<file path="config.mk">
export PLATFORM = sky130hd
export DESIGN_NAME = multi_cycle_controller
export DESIGN_NICKNAME = d
export VERILOG_FILES = /design/src/rtl/mc_ctrl_pkg.sv /design/src/rtl/mc_instr_decode.sv /design/src/rtl/multi_cycle_controller.sv
export SDC_FILE = /design/constraint.sdc
export NUM_CORES = 1
export LEC_CHECK = 0
export ABC_AREA = 1
export CORE_MARGIN = 3
export CORE_UTILIZATION = 40
export DETAILED_ROUTE_END_ITERATION = 8
export MAX_ROUTING_LAYER = met4
export PLACE_DENSITY = 0.76
export SKIP_CTS_REPAIR_TIMING = 1
export SLEW_MARGIN = 25
export SYNTH_ARGS = -nofsm -noshare
export SYNTH_HDL_FRONTEND = slang
export SYNTH_SLANG_ARGS = --single-unit
</file>
<file path="constraint.sdc">
create_clock -name clk -period 2.2 [get_ports clk]
set_input_delay 0.55 -clock clk [delete_from_list [all_inputs] [get_ports clk]]
set_output_delay 0.55 -clock clk [all_outputs]
set_load 0.03 [all_outputs]
</file>
<file path="src/rtl/mc_ctrl_pkg.sv">
// Shared encodings for the multi-cycle MIPS controller: states, instruction
// classes, ALU operation codes, datapath select values and opcode/funct fields.
`default_nettype none

package mc_ctrl_pkg;

  typedef enum logic [3:0] {
    S_FETCH     = 4'd0,
    S_DECODE    = 4'd1,
    S_MEM_ADDR  = 4'd2,
    S_MEM_READ  = 4'd3,
    S_MEM_WB    = 4'd4,
    S_MEM_WRITE = 4'd5,
    S_EXEC      = 4'd6,
    S_ALU_WB    = 4'd7,
    S_BRANCH    = 4'd8,
    S_JUMP      = 4'd9,
    S_JREG      = 4'd10
  } state_t;

  typedef enum logic [2:0] {
    CLS_MEM_LOAD  = 3'd0,
    CLS_MEM_STORE = 3'd1,
    CLS_ALU_R     = 3'd2,
    CLS_ALU_I     = 3'd3,
    CLS_BRANCH    = 3'd4,
    CLS_JUMP      = 3'd5,
    CLS_JREG      = 3'd6,
    CLS_ILLEGAL   = 3'd7
  } instr_class_t;

  localparam logic [3:0] ALU_ADD  = 4'b0000;
  localparam logic [3:0] ALU_SUB  = 4'b0001;
  localparam logic [3:0] ALU_AND  = 4'b0010;
  localparam logic [3:0] ALU_OR   = 4'b0011;
  localparam logic [3:0] ALU_XOR  = 4'b0100;
  localparam logic [3:0] ALU_NOR  = 4'b0101;
  localparam logic [3:0] ALU_SLT  = 4'b0110;
  localparam logic [3:0] ALU_SLTU = 4'b0111;
  localparam logic [3:0] ALU_ADDU = 4'b1000;
  localparam logic [3:0] ALU_SUBU = 4'b1001;
  localparam logic [3:0] ALU_SLL  = 4'b1010;
  localparam logic [3:0] ALU_LUI  = 4'b1011;
  localparam logic [3:0] ALU_SRL  = 4'b1100;
  localparam logic [3:0] ALU_SRA  = 4'b1101;

  localparam logic [1:0] PC_SRC_ALU    = 2'b00;
  localparam logic [1:0] PC_SRC_ALUOUT = 2'b01;
  localparam logic [1:0] PC_SRC_JUMP   = 2'b10;
  localparam logic [1:0] PC_SRC_A      = 2'b11;

  localparam logic [1:0] SRC_A_PC    = 2'b00;
  localparam logic [1:0] SRC_A_REG   = 2'b01;
  localparam logic [1:0] SRC_A_SHAMT = 2'b10;

  localparam logic [1:0] SRC_B_REG    = 2'b00;
  localparam logic [1:0] SRC_B_FOUR   = 2'b01;
  localparam logic [1:0] SRC_B_IMM    = 2'b10;
  localparam logic [1:0] SRC_B_BR_OFS = 2'b11;

  localparam logic [1:0] DST_RD  = 2'b00;
  localparam logic [1:0] DST_RT  = 2'b01;
  localparam logic [1:0] DST_R31 = 2'b10;

  localparam logic [1:0] WB_ALUOUT = 2'b00;
  localparam logic [1:0] WB_MDR    = 2'b01;
  localparam logic [1:0] WB_PC     = 2'b10;

  localparam logic [1:0] SIZE_WORD = 2'b00;
  localparam logic [1:0] SIZE_HALF = 2'b10;
  localparam logic [1:0] SIZE_BYTE = 2'b11;

  localparam logic [5:0] OP_RTYPE = 6'h00;
  localparam logic [5:0] OP_J     = 6'h02;
  localparam logic [5:0] OP_JAL   = 6'h03;
  localparam logic [5:0] OP_BEQ   = 6'h04;
  localparam logic [5:0] OP_BNE   = 6'h05;
  localparam logic [5:0] OP_ADDI  = 6'h08;
  localparam logic [5:0] OP_SLTI  = 6'h0A;
  localparam logic [5:0] OP_ANDI  = 6'h0C;
  localparam logic [5:0] OP_ORI   = 6'h0D;
  localparam logic [5:0] OP_LUI   = 6'h0F;
  localparam logic [5:0] OP_LB    = 6'h20;
  localparam logic [5:0] OP_LH    = 6'h21;
  localparam logic [5:0] OP_LW    = 6'h23;
  localparam logic [5:0] OP_LHU   = 6'h25;
  localparam logic [5:0] OP_SB    = 6'h28;
  localparam logic [5:0] OP_SH    = 6'h29;
  localparam logic [5:0] OP_SW    = 6'h2B;

  localparam logic [5:0] FN_SLL  = 6'h00;
  localparam logic [5:0] FN_SRL  = 6'h02;
  localparam logic [5:0] FN_SRA  = 6'h03;
  localparam logic [5:0] FN_SLLV = 6'h04;
  localparam logic [5:0] FN_SRLV = 6'h06;
  localparam logic [5:0] FN_SRAV = 6'h07;
  localparam logic [5:0] FN_JR   = 6'h08;
  localparam logic [5:0] FN_JALR = 6'h09;
  localparam logic [5:0] FN_ADD  = 6'h20;
  localparam logic [5:0] FN_ADDU = 6'h21;
  localparam logic [5:0] FN_SUB  = 6'h22;
  localparam logic [5:0] FN_SUBU = 6'h23;
  localparam logic [5:0] FN_AND  = 6'h24;
  localparam logic [5:0] FN_OR   = 6'h25;
  localparam logic [5:0] FN_XOR  = 6'h26;
  localparam logic [5:0] FN_NOR  = 6'h27;
  localparam logic [5:0] FN_SLT  = 6'h2A;
  localparam logic [5:0] FN_SLTU = 6'h2B;

endpackage

`default_nettype wire

</file>
<file path="src/rtl/mc_instr_decode.sv">
// Combinational opcode/funct decoder: instruction class plus the per-instruction
// ALU operation, immediate extension, shift, memory size/sign and link flags.
`default_nettype none

module mc_instr_decode
  import mc_ctrl_pkg::*;
(
  input  logic [5:0] opcode,
  input  logic [5:0] funct,
  output logic [2:0] iclass,
  output logic [3:0] alu_op,
  output logic       ext_sign,
  output logic       shift_imm,
  output logic [1:0] mem_byte,
  output logic       mem_sign,
  output logic       link
);

  always_comb begin
    iclass    = CLS_ILLEGAL;
    alu_op    = ALU_ADD;
    ext_sign  = 1'b0;
    shift_imm = 1'b0;
    mem_byte  = SIZE_WORD;
    mem_sign  = 1'b0;
    link      = 1'b0;
    case (opcode)
      OP_RTYPE: begin
        iclass = CLS_ALU_R;
        case (funct)
          FN_SLL:  begin alu_op = ALU_SLL; shift_imm = 1'b1; end
          FN_SRL:  begin alu_op = ALU_SRL; shift_imm = 1'b1; end
          FN_SRA:  begin alu_op = ALU_SRA; shift_imm = 1'b1; end
          FN_SLLV: alu_op = ALU_SLL;
          FN_SRLV: alu_op = ALU_SRL;
          FN_SRAV: alu_op = ALU_SRA;
          FN_JR:   iclass = CLS_JREG;
          FN_JALR: begin iclass = CLS_JREG; link = 1'b1; end
          FN_ADD:  alu_op = ALU_ADD;
          FN_ADDU: alu_op = ALU_ADDU;
          FN_SUB:  alu_op = ALU_SUB;
          FN_SUBU: alu_op = ALU_SUBU;
          FN_AND:  alu_op = ALU_AND;
          FN_OR:   alu_op = ALU_OR;
          FN_XOR:  alu_op = ALU_XOR;
          FN_NOR:  alu_op = ALU_NOR;
          FN_SLT:  alu_op = ALU_SLT;
          FN_SLTU: alu_op = ALU_SLTU;
          default: iclass = CLS_ILLEGAL;
        endcase
      end
      OP_J:    iclass = CLS_JUMP;
      OP_JAL:  begin iclass = CLS_JUMP; link = 1'b1; end
      OP_BEQ,
      OP_BNE:  begin iclass = CLS_BRANCH; alu_op = ALU_SUB; end
      OP_ADDI: begin iclass = CLS_ALU_I; alu_op = ALU_ADD; ext_sign = 1'b1; end
      OP_SLTI: begin iclass = CLS_ALU_I; alu_op = ALU_SLT; ext_sign = 1'b1; end
      OP_ANDI: begin iclass = CLS_ALU_I; alu_op = ALU_AND; end
      OP_ORI:  begin iclass = CLS_ALU_I; alu_op = ALU_OR;  end
      OP_LUI:  begin iclass = CLS_ALU_I; alu_op = ALU_LUI; end
      OP_LB:   begin iclass = CLS_MEM_LOAD; mem_byte = SIZE_BYTE; mem_sign = 1'b1; end
      OP_LH:   begin iclass = CLS_MEM_LOAD; mem_byte = SIZE_HALF; mem_sign = 1'b1; end
      OP_LHU:  begin iclass = CLS_MEM_LOAD; mem_byte = SIZE_HALF; end
      OP_LW:   begin iclass = CLS_MEM_LOAD; mem_byte = SIZE_WORD; mem_sign = 1'b1; end
      OP_SB:   begin iclass = CLS_MEM_STORE; mem_byte = SIZE_BYTE; end
      OP_SH:   begin iclass = CLS_MEM_STORE; mem_byte = SIZE_HALF; end
      OP_SW:   begin iclass = CLS_MEM_STORE; mem_byte = SIZE_WORD; end
      default: iclass = CLS_ILLEGAL;
    endcase
  end

endmodule

`default_nettype wire

</file>
<file path="src/rtl/multi_cycle_controller.sv">
// Moore sequencer for the multi-cycle MIPS datapath: state register, next-state
// logic and per-state control decode, with a req/ready memory handshake.
`default_nettype none

module multi_cycle_controller
  import mc_ctrl_pkg::*;
(
  input  logic       clk,
  input  logic       rst,
  input  logic [5:0] opcode,
  input  logic [5:0] funct,
  input  logic       zero,
  input  logic       mem_ready,
  output logic       mem_req,
  output logic       mem_we,
  output logic       i_or_d,
  output logic [1:0] mem_byte,
  output logic       mem_sign,
  output logic       ir_write,
  output logic       pc_write,
  output logic [1:0] pc_source,
  output logic [1:0] alu_src_a,
  output logic [1:0] alu_src_b,
  output logic       ext_sign,
  output logic [3:0] alu_op,
  output logic       reg_write,
  output logic [1:0] reg_dst,
  output logic [1:0] to_reg,
  output logic       retire,
  output logic       illegal,
  output logic [3:0] state
);

  state_t     state_r;
  state_t     state_nxt;
  logic [2:0] dec_class;
  logic [3:0] dec_alu_op;
  logic       dec_ext_sign;
  logic       dec_shift_imm;
  logic [1:0] dec_mem_byte;
  logic       dec_mem_sign;
  logic       dec_link;

  mc_instr_decode u_decode (
    .opcode    (opcode),
    .funct     (funct),
    .iclass    (dec_class),
    .alu_op    (dec_alu_op),
    .ext_sign  (dec_ext_sign),
    .shift_imm (dec_shift_imm),
    .mem_byte  (dec_mem_byte),
    .mem_sign  (dec_mem_sign),
    .link      (dec_link)
  );

  always_ff @(posedge clk) begin
    if (rst) state_r <= S_FETCH;
    else     state_r <= state_nxt;
  end

  always_comb begin
    state_nxt = state_r;
    case (state_r)
      S_FETCH:  if (mem_ready) state_nxt = S_DECODE;
      S_DECODE: begin
        case (dec_class)
          CLS_MEM_LOAD, CLS_MEM_STORE: state_nxt = S_MEM_ADDR;
          CLS_ALU_R, CLS_ALU_I:        state_nxt = S_EXEC;
          CLS_BRANCH:                  state_nxt = S_BRANCH;
          CLS_JUMP:                    state_nxt = S_JUMP;
          CLS_JREG:                    state_nxt = S_JREG;
          default:                     state_nxt = S_FETCH;
        endcase
      end
      S_MEM_ADDR:  state_nxt = (dec_class == CLS_MEM_LOAD) ? S_MEM_READ : S_MEM_WRITE;
      S_MEM_READ:  if (mem_ready) state_nxt = S_MEM_WB;
      S_MEM_WRITE: if (mem_ready) state_nxt = S_FETCH;
      S_EXEC:      state_nxt = S_ALU_WB;
      default:     state_nxt = S_FETCH;
    endcase
  end

  // Outputs are forced low while rst is high so an abandoned access never completes.
  always_comb begin
    mem_req   = 1'b0;
    mem_we    = 1'b0;
    i_or_d    = 1'b0;
    mem_byte  = SIZE_WORD;
    mem_sign  = 1'b0;
    ir_write  = 1'b0;
    pc_write  = 1'b0;
    pc_source = PC_SRC_ALU;
    alu_src_a = SRC_A_PC;
    alu_src_b = SRC_B_REG;
    ext_sign  = 1'b0;
    alu_op    = ALU_ADD;
    reg_write = 1'b0;
    reg_dst   = DST_RD;
    to_reg    = WB_ALUOUT;
    retire    = 1'b0;
    illegal   = 1'b0;
    if (!rst) begin
      case (state_r)
        S_FETCH: begin
          mem_req   = 1'b1;
          alu_src_b = SRC_B_FOUR;
          ir_write  = mem_ready;
          pc_write  = mem_ready;
        end
        S_DECODE: begin
          alu_src_b = SRC_B_BR_OFS;
          if (dec_class == CLS_ILLEGAL) begin
            illegal = 1'b1;
            retire  = 1'b1;
          end
        end
        S_MEM_ADDR: begin
          alu_src_a = SRC_A_REG;
          alu_src_b = SRC_B_IMM;
          ext_sign  = 1'b1;
          mem_byte  = dec_mem_byte;
          mem_sign  = dec_mem_sign;
        end
        S_MEM_READ: begin
          mem_req  = 1'b1;
          i_or_d   = 1'b1;
          mem_byte = dec_mem_byte;
          mem_sign = dec_mem_sign;
        end
        S_MEM_WB: begin
          reg_write = 1'b1;
          reg_dst   = DST_RT;
          to_reg    = WB_MDR;
          retire    = 1'b1;
          mem_byte  = dec_mem_byte;
          mem_sign  = dec_mem_sign;
        end
        S_MEM_WRITE: begin
          mem_req  = 1'b1;
          mem_we   = 1'b1;
          i_or_d   = 1'b1;
          mem_byte = dec_mem_byte;
          mem_sign = dec_mem_sign;
          retire   = mem_ready;
        end
        S_EXEC: begin
          alu_src_a = dec_shift_imm ? SRC_A_SHAMT : SRC_A_REG;
          alu_src_b = (dec_class == CLS_ALU_R) ? SRC_B_REG : SRC_B_IMM;
          ext_sign  = dec_ext_sign;
          alu_op    = dec_alu_op;
        end
        S_ALU_WB: begin
          reg_write = 1'b1;
          reg_dst   = (dec_class == CLS_ALU_R) ? DST_RD : DST_RT;
          to_reg    = WB_ALUOUT;
          retire    = 1'b1;
        end
        S_BRANCH: begin
          alu_src_a = SRC_A_REG;
          alu_src_b = SRC_B_REG;
          alu_op    = ALU_SUB;
          pc_source = PC_SRC_ALUOUT;
          pc_write  = (opcode == OP_BNE) ? ~zero : zero;
          retire    = 1'b1;
        end
        S_JUMP: begin
          pc_write  = 1'b1;
          pc_source = PC_SRC_JUMP;
          retire    = 1'b1;
          if (dec_link) begin
            reg_write = 1'b1;
            reg_dst   = DST_R31;
            to_reg    = WB_PC;
          end
        end
        S_JREG: begin
          pc_write  = 1'b1;
          pc_source = PC_SRC_A;
          retire    = 1'b1;
          if (dec_link) begin
            reg_write = 1'b1;
            reg_dst   = DST_RD;
            to_reg    = WB_PC;
          end
        end
        default: ;
      endcase
    end
  end

  assign state = rst ? 4'd0 : state_r;

endmodule

`default_nettype wire

</file>
---- After elaboration in Yosys (flattened, before gate mapping) ----
Index checks and enable logic that the tools add are counted.
word-level totals
  logic and storage cells ................. 143
  output and inout port bits .............. 30
  input port bits ......................... 16
  register bits after elaboration ......... 4
cells by class
  eq/ne operators ......................... 53
  mux-type cells .......................... 59
  bitwise operators ....................... 1
  reduce and logical (&&, ||, !) cells .... 29
operators with widths
  kind                                                  number
  equality test 6 bit (second input constant)           17
  one-hot mux 4 bit (12 select lines)                   1
  one-hot mux 4 bit (6 select lines)                    2
  equality test 6 x 4 -> 1 bit (second input constant)  7
  equality test 6 x 3 -> 1 bit (second input constant)  5
  OR reduction 2 bit                                    14
  2-to-1 mux 1 bit                                      25
  equality test 6 x 2 -> 1 bit (second input constant)  4
  2-to-1 mux 2 bit                                      10
  2-to-1 mux 4 bit                                      5
  one-hot mux 4 bit (5 select lines)                    1
  one-hot mux 3 bit (6 select lines)                    1
  equality test 4 x 3 -> 1 bit (second input constant)  4
  OR reduction 16 bit                                   1
  OR reduction 3 bit                                    5
  equality test 3 bit (second input constant)           4
  equality test 4 bit (second input constant)           3
  logical NOT 6 bit                                     2
  one-hot mux 2 bit (2 select lines)                    3
  one-hot mux 2 bit (3 select lines)                    2
  OR reduction 5 bit                                    2
  equality test 4 x 2 -> 1 bit (second input constant)  2
  one-hot mux 2 bit (4 select lines)                    1
  one-hot mux 4 bit (2 select lines)                    1
  other kinds (13)                                      20

---- Logic depth before layout (Yosys ltp) ----
  word-level depth ........................ 8
  mapped depth ............................ 12

---- Hierarchy ----
Synthesis repeated with hierarchy kept, for this count alone.
second synthesis, totals
  cells, all modules ...................... 247
  area, all modules ....................... 1242.4 µm²
by module, submodules not included
  module                  cells each  instances  seq. area each (µm²)  area an instance (µm²)
  multi_cycle_controller  141         1          80.1                  708.2
  mc_instr_decode         106         1          0.0                   534.3

---- Worst setup path after synthesis ----
Ideal clock, no wire load.
  kind .................................... input-to-output
  start point ............................. in funct[1]
  end point ............................... out illegal
  arrival time ............................ 1.948 ns
  cell stages on the path ................. 8
  buffers on the path ..................... 1
  path slack .............................. -0.298 ns
  required time ........................... 1.650 ns
  cells stage by stage .................... buf_2 -> inv_1 -> nor2_1 -> a21oi_1 -> nand3_1 -> nand3_2 -> nand2_2 -> nor3_1
on the way
  longest elaborated chain between the ends .. 8
  elaborated cells on any way between the ends .. 26
  those cells by class .................... 18 x eq/ne; 5 x mux; 3 x reduce/logical
RTL lines
  item                                                                 RTL line                       RTL
  from (decl)                                                          multi_cycle_controller.sv:11   input logic [5:0] funct,
  equality test 6 bit (tied with other cells)                          mc_instr_decode.sv:30          case (funct)
  OR reduction 16 bit (no line) or OR reduction 2 bit (tied branches)  n/a
  one-hot mux 3 bit (2 select lines) (*)                               mc_instr_decode.sv:30
  one-hot mux 3 bit (6 select lines) (*)                               mc_instr_decode.sv:27          case (opcode)
  equality test 3 bit (*)                                              multi_cycle_controller.sv:112  if (dec_class == CLS_ILLEGAL) begin
  2-to-1 mux 1 bit (*)                                                 multi_cycle_controller.sv:112
  2-to-1 mux 1 bit (*)                                                 multi_cycle_controller.sv:103  case (state_r)
  2-to-1 mux 1 bit (*)                                                 multi_cycle_controller.sv:102  if (!rst) begin
  to (decl)                                                            multi_cycle_controller.sv:30   output logic illegal,
Every way passes the cells marked *; elsewhere a longest branch is shown, timed or not.

---- Worst setup path after layout ----
  start point ............................. in opcode[3]
  end point ............................... out alu_op[0]
on the way
  longest elaborated chain between the ends .. 5
  elaborated cells on any way between the ends .. 11
  those cells by class .................... 6 x eq/ne; 3 x mux; 2 x reduce/logical
RTL lines
  item                                    RTL line                       RTL
  from (decl)                             multi_cycle_controller.sv:10   input logic [5:0] opcode,
  equality test 6 x 3 -> 1 bit            mc_instr_decode.sv:27
  OR reduction 2 bit                      mc_instr_decode.sv:27
  one-hot mux 4 bit (6 select lines) (*)  mc_instr_decode.sv:27
  one-hot mux 4 bit (2 select lines) (*)  multi_cycle_controller.sv:103
  2-to-1 mux 4 bit (*)                    multi_cycle_controller.sv:102
  to (decl)                               multi_cycle_controller.sv:25   output logic [3:0] alu_op,
Marks and branches as above.

==> run summary <==
Leading area contributor after synthesis: nand2_1
Total power: 1.072 mW
GRT Total Usage: 26.86%
Cell Area, Synth: 0.001132 sq mm
Final Skew: 0.0009015 ns
CTS tree: done
Pre-antenna DRT Iters: 5
Hpwl dp: 3728 um
CP startpoint: opcode[3]
Initial drt markers: 244
Tightest Pin Transition: 0.2977 ns
Largest family of logic cells by synthesized area: simple AND/OR/NAND/NOR gates
Post-synth EDFFs: 0
Clock buffer count from CTS: 3
First-pass GRT wire length: 7176 um
Seq cells post-synth: 4
Die Ht: 59.21 um
Xor/xnor cell area share of the yosys netlist: 0%
Type of origin of the critical path: input pin
Fin crit share: 115.5%
Crit path max fanout: 4
Vias in the first global route: 1655
Power per Cell Area: 449.8 mW/mm^2
Initial Util: 43.72%
Proportion of layout cells with a drive suffix above 1: 56.29%
Finished Cell Area: 0.002384 sq mm
Area growth from synthesis to layout: 110.5%
GRT overflow: 0
Worst skew pair latency: 0.24 ns
Post-route minimum period: 2.540 ns
Top-count cell post-synth: nand2_1
Number of diodes: 0
Final Util: 92.03%
Crit path required time: 1.65 ns
Drt wl/cell: 17.51 um
Placed Cells: 348
DP Area: 0.001964 sq mm
# DRC: 0
Antenna violations before repair: 0
HP Class: register to register
CP endpoint kind: output pin
Max_slew headroom: 79.97%
Synth Warn #: 0
Clock sinks: 4
Post-Syn Area per Cell: 5.033 sq um
Post-synthesis compound-gate area fraction: 14.92%
Largest net degree at the start of global routing: 17
Flip-flop count of the largest register after layout: 4
RSZ-0062 raised after global routing: yes
R2r startpoint: state_r[3]
Start-to-end type of the worst setup path: input pin to output pin
Largest regs: state_r (4)
P_leak: 1.223 nW
Commonest cells in the netlist: nand2_1, nor2_1, inv_1
Vias per std cell: 5.912
Largest Register: state_r
Hold Startpoint: state_r[1]
Violated checks: negative setup slack
Mux share of post-synthesis cell area: 0%
Post-Synthesis Net Count: 241
FFs w/ async S/R, synth: 0%
Yosys cell types: 28
Critical path arrival: 1.99 ns
Final-report hold violation count: 0
Status: finished, violations left
Clock transition at path regs: 0.04 ns
Via count: 2152
Simple-gate area share of the yosys netlist: 65.64%
Post-synth top area share: 16.91%
Io pins: 46
Port buffer count: 45
Worst vdd ir: 880.3 uV
Post-Synth Adder-Cell Area: 0%
Die X-Extent: 59.21 um
Final ANT Viol Nets: 0
Final WL: 6372 um
Clk buf depth: 2
Root buf cell: clkbuf_4
FP Rows: 18
Largest cells by area after synthesis: nand2_1, nor2_1, inv_1
Max Slew Vio Count: 0
Ys flop type: dfxtp_1
Core ar.: 0.002590 sq mm
Sequential-to-total area share from yosys stat: 7.072%
Die ar.: 0.003505 sq mm
H-tree levels: 1
Highest clock rate: 393.6 MHz
Placer congestion estimate: 0.9048
Syn Inst Count: 225
Cell Count, Final, Fillers Out: 364
# setup viols final: 14
Max Cap Violations: 0
Final worst setup slack: -0.3404 ns
Nets: 352
## layout make-up
cell class | instances | area, sq um
clock buffer | 3 | 22.52
fill | 111 | 206.4
inverter | 34 | 136.4
multi-input combinational | 184 | 1195
sequential | 4 | 87.58
tap | 30 | 37.54
timing repair buffer | 109 | 904.6
## per-stage QoR
stage | hold WS [ns] | setup slack [ns] | setup TNS (ns)
floorplan | 0.6244 | -0.04222 | -0.07118
global placement | 0.6143 | -0.6815 | -8.699
detailed placement | 0.6239 | -0.6921 | -9.248
CTS | 0.6427 | -0.7059 | -9.269
global route | 0.6922 | -0.4037 | -3.627
finish | 0.6534 | -0.3404 | -2.937
## critical path: stages
cell and delay, ns:
clkbuf_2 0.17, inv_1 0.12, nor2_4 0.13, nand3_2 0.13
buf_6 0.16, o21ai_4 0.17, nor2_2 0.07, nor3_2 0.17
nand2_1 0.09, nand2_1 0.09, buf_6 0.14
## metal layers
layer	part of all wire (%)	global-route usage (%)
met1	38	34.85
met2	47	45.71
met5	0	-
met4	5.8	3.560
met3	9.8	2.832
## cell usage in the layout, fill, tap and decap left out, types with 2 or more instances in the layout
master | netlist | final
nor3_1 | 7 | 3
a21oi_4 | 0 | 2
nand3_2 | 3 | 9
o211ai_1 | 5 | 5
inv_4 | 0 | 2
nor2_2 | 8 | 11
nand3_1 | 22 | 14
buf_4 | 0 | 81
o21ai_0 | 6 | 5
dfxtp_2 | 0 | 3
nor3_2 | 1 | 4
buf_6 | 0 | 17
dlymetal6s2s_1 | 0 | 2
nand4_1 | 3 | 3
inv_2 | 4 | 5
nand2_2 | 8 | 12
clkbuf_2 | 0 | 2
buf_8 | 0 | 2
a21oi_1 | 7 | 6
nor2_4 | 3 | 15
nand3_4 | 1 | 3
inv_1 | 30 | 26
nand2_1 | 51 | 44
nand2_4 | 1 | 4
clkdlybuf4s50_1 | 0 | 2
o21ai_2 | 0 | 3
nor2_1 | 46 | 31
clkbuf_4 | 0 | 5
## power breakdown
part | total (mW) | internal (mW) | switching [mW]
registers | 0.127 | 0.0922 | 0.0349
clock network | 0.0909 | 0.0610 | 0.0299
logic | 0.854 | 0.335 | 0.519
## logic make-up after synthesis
logic type	after synthesis
buf+inv	37
simple gates	156
compound gates	28
flops	4
## final timing paths
path	end	slack, ns	cells past startpoint
max reg2reg	state_r[2]	0.51	10
min reg2reg	state_r[1]	0.65	4
min	state_r[1]	0.65	4
max	alu_op[0]	-0.34	11
Note: power is estimated with default switching activity, not from simulation.
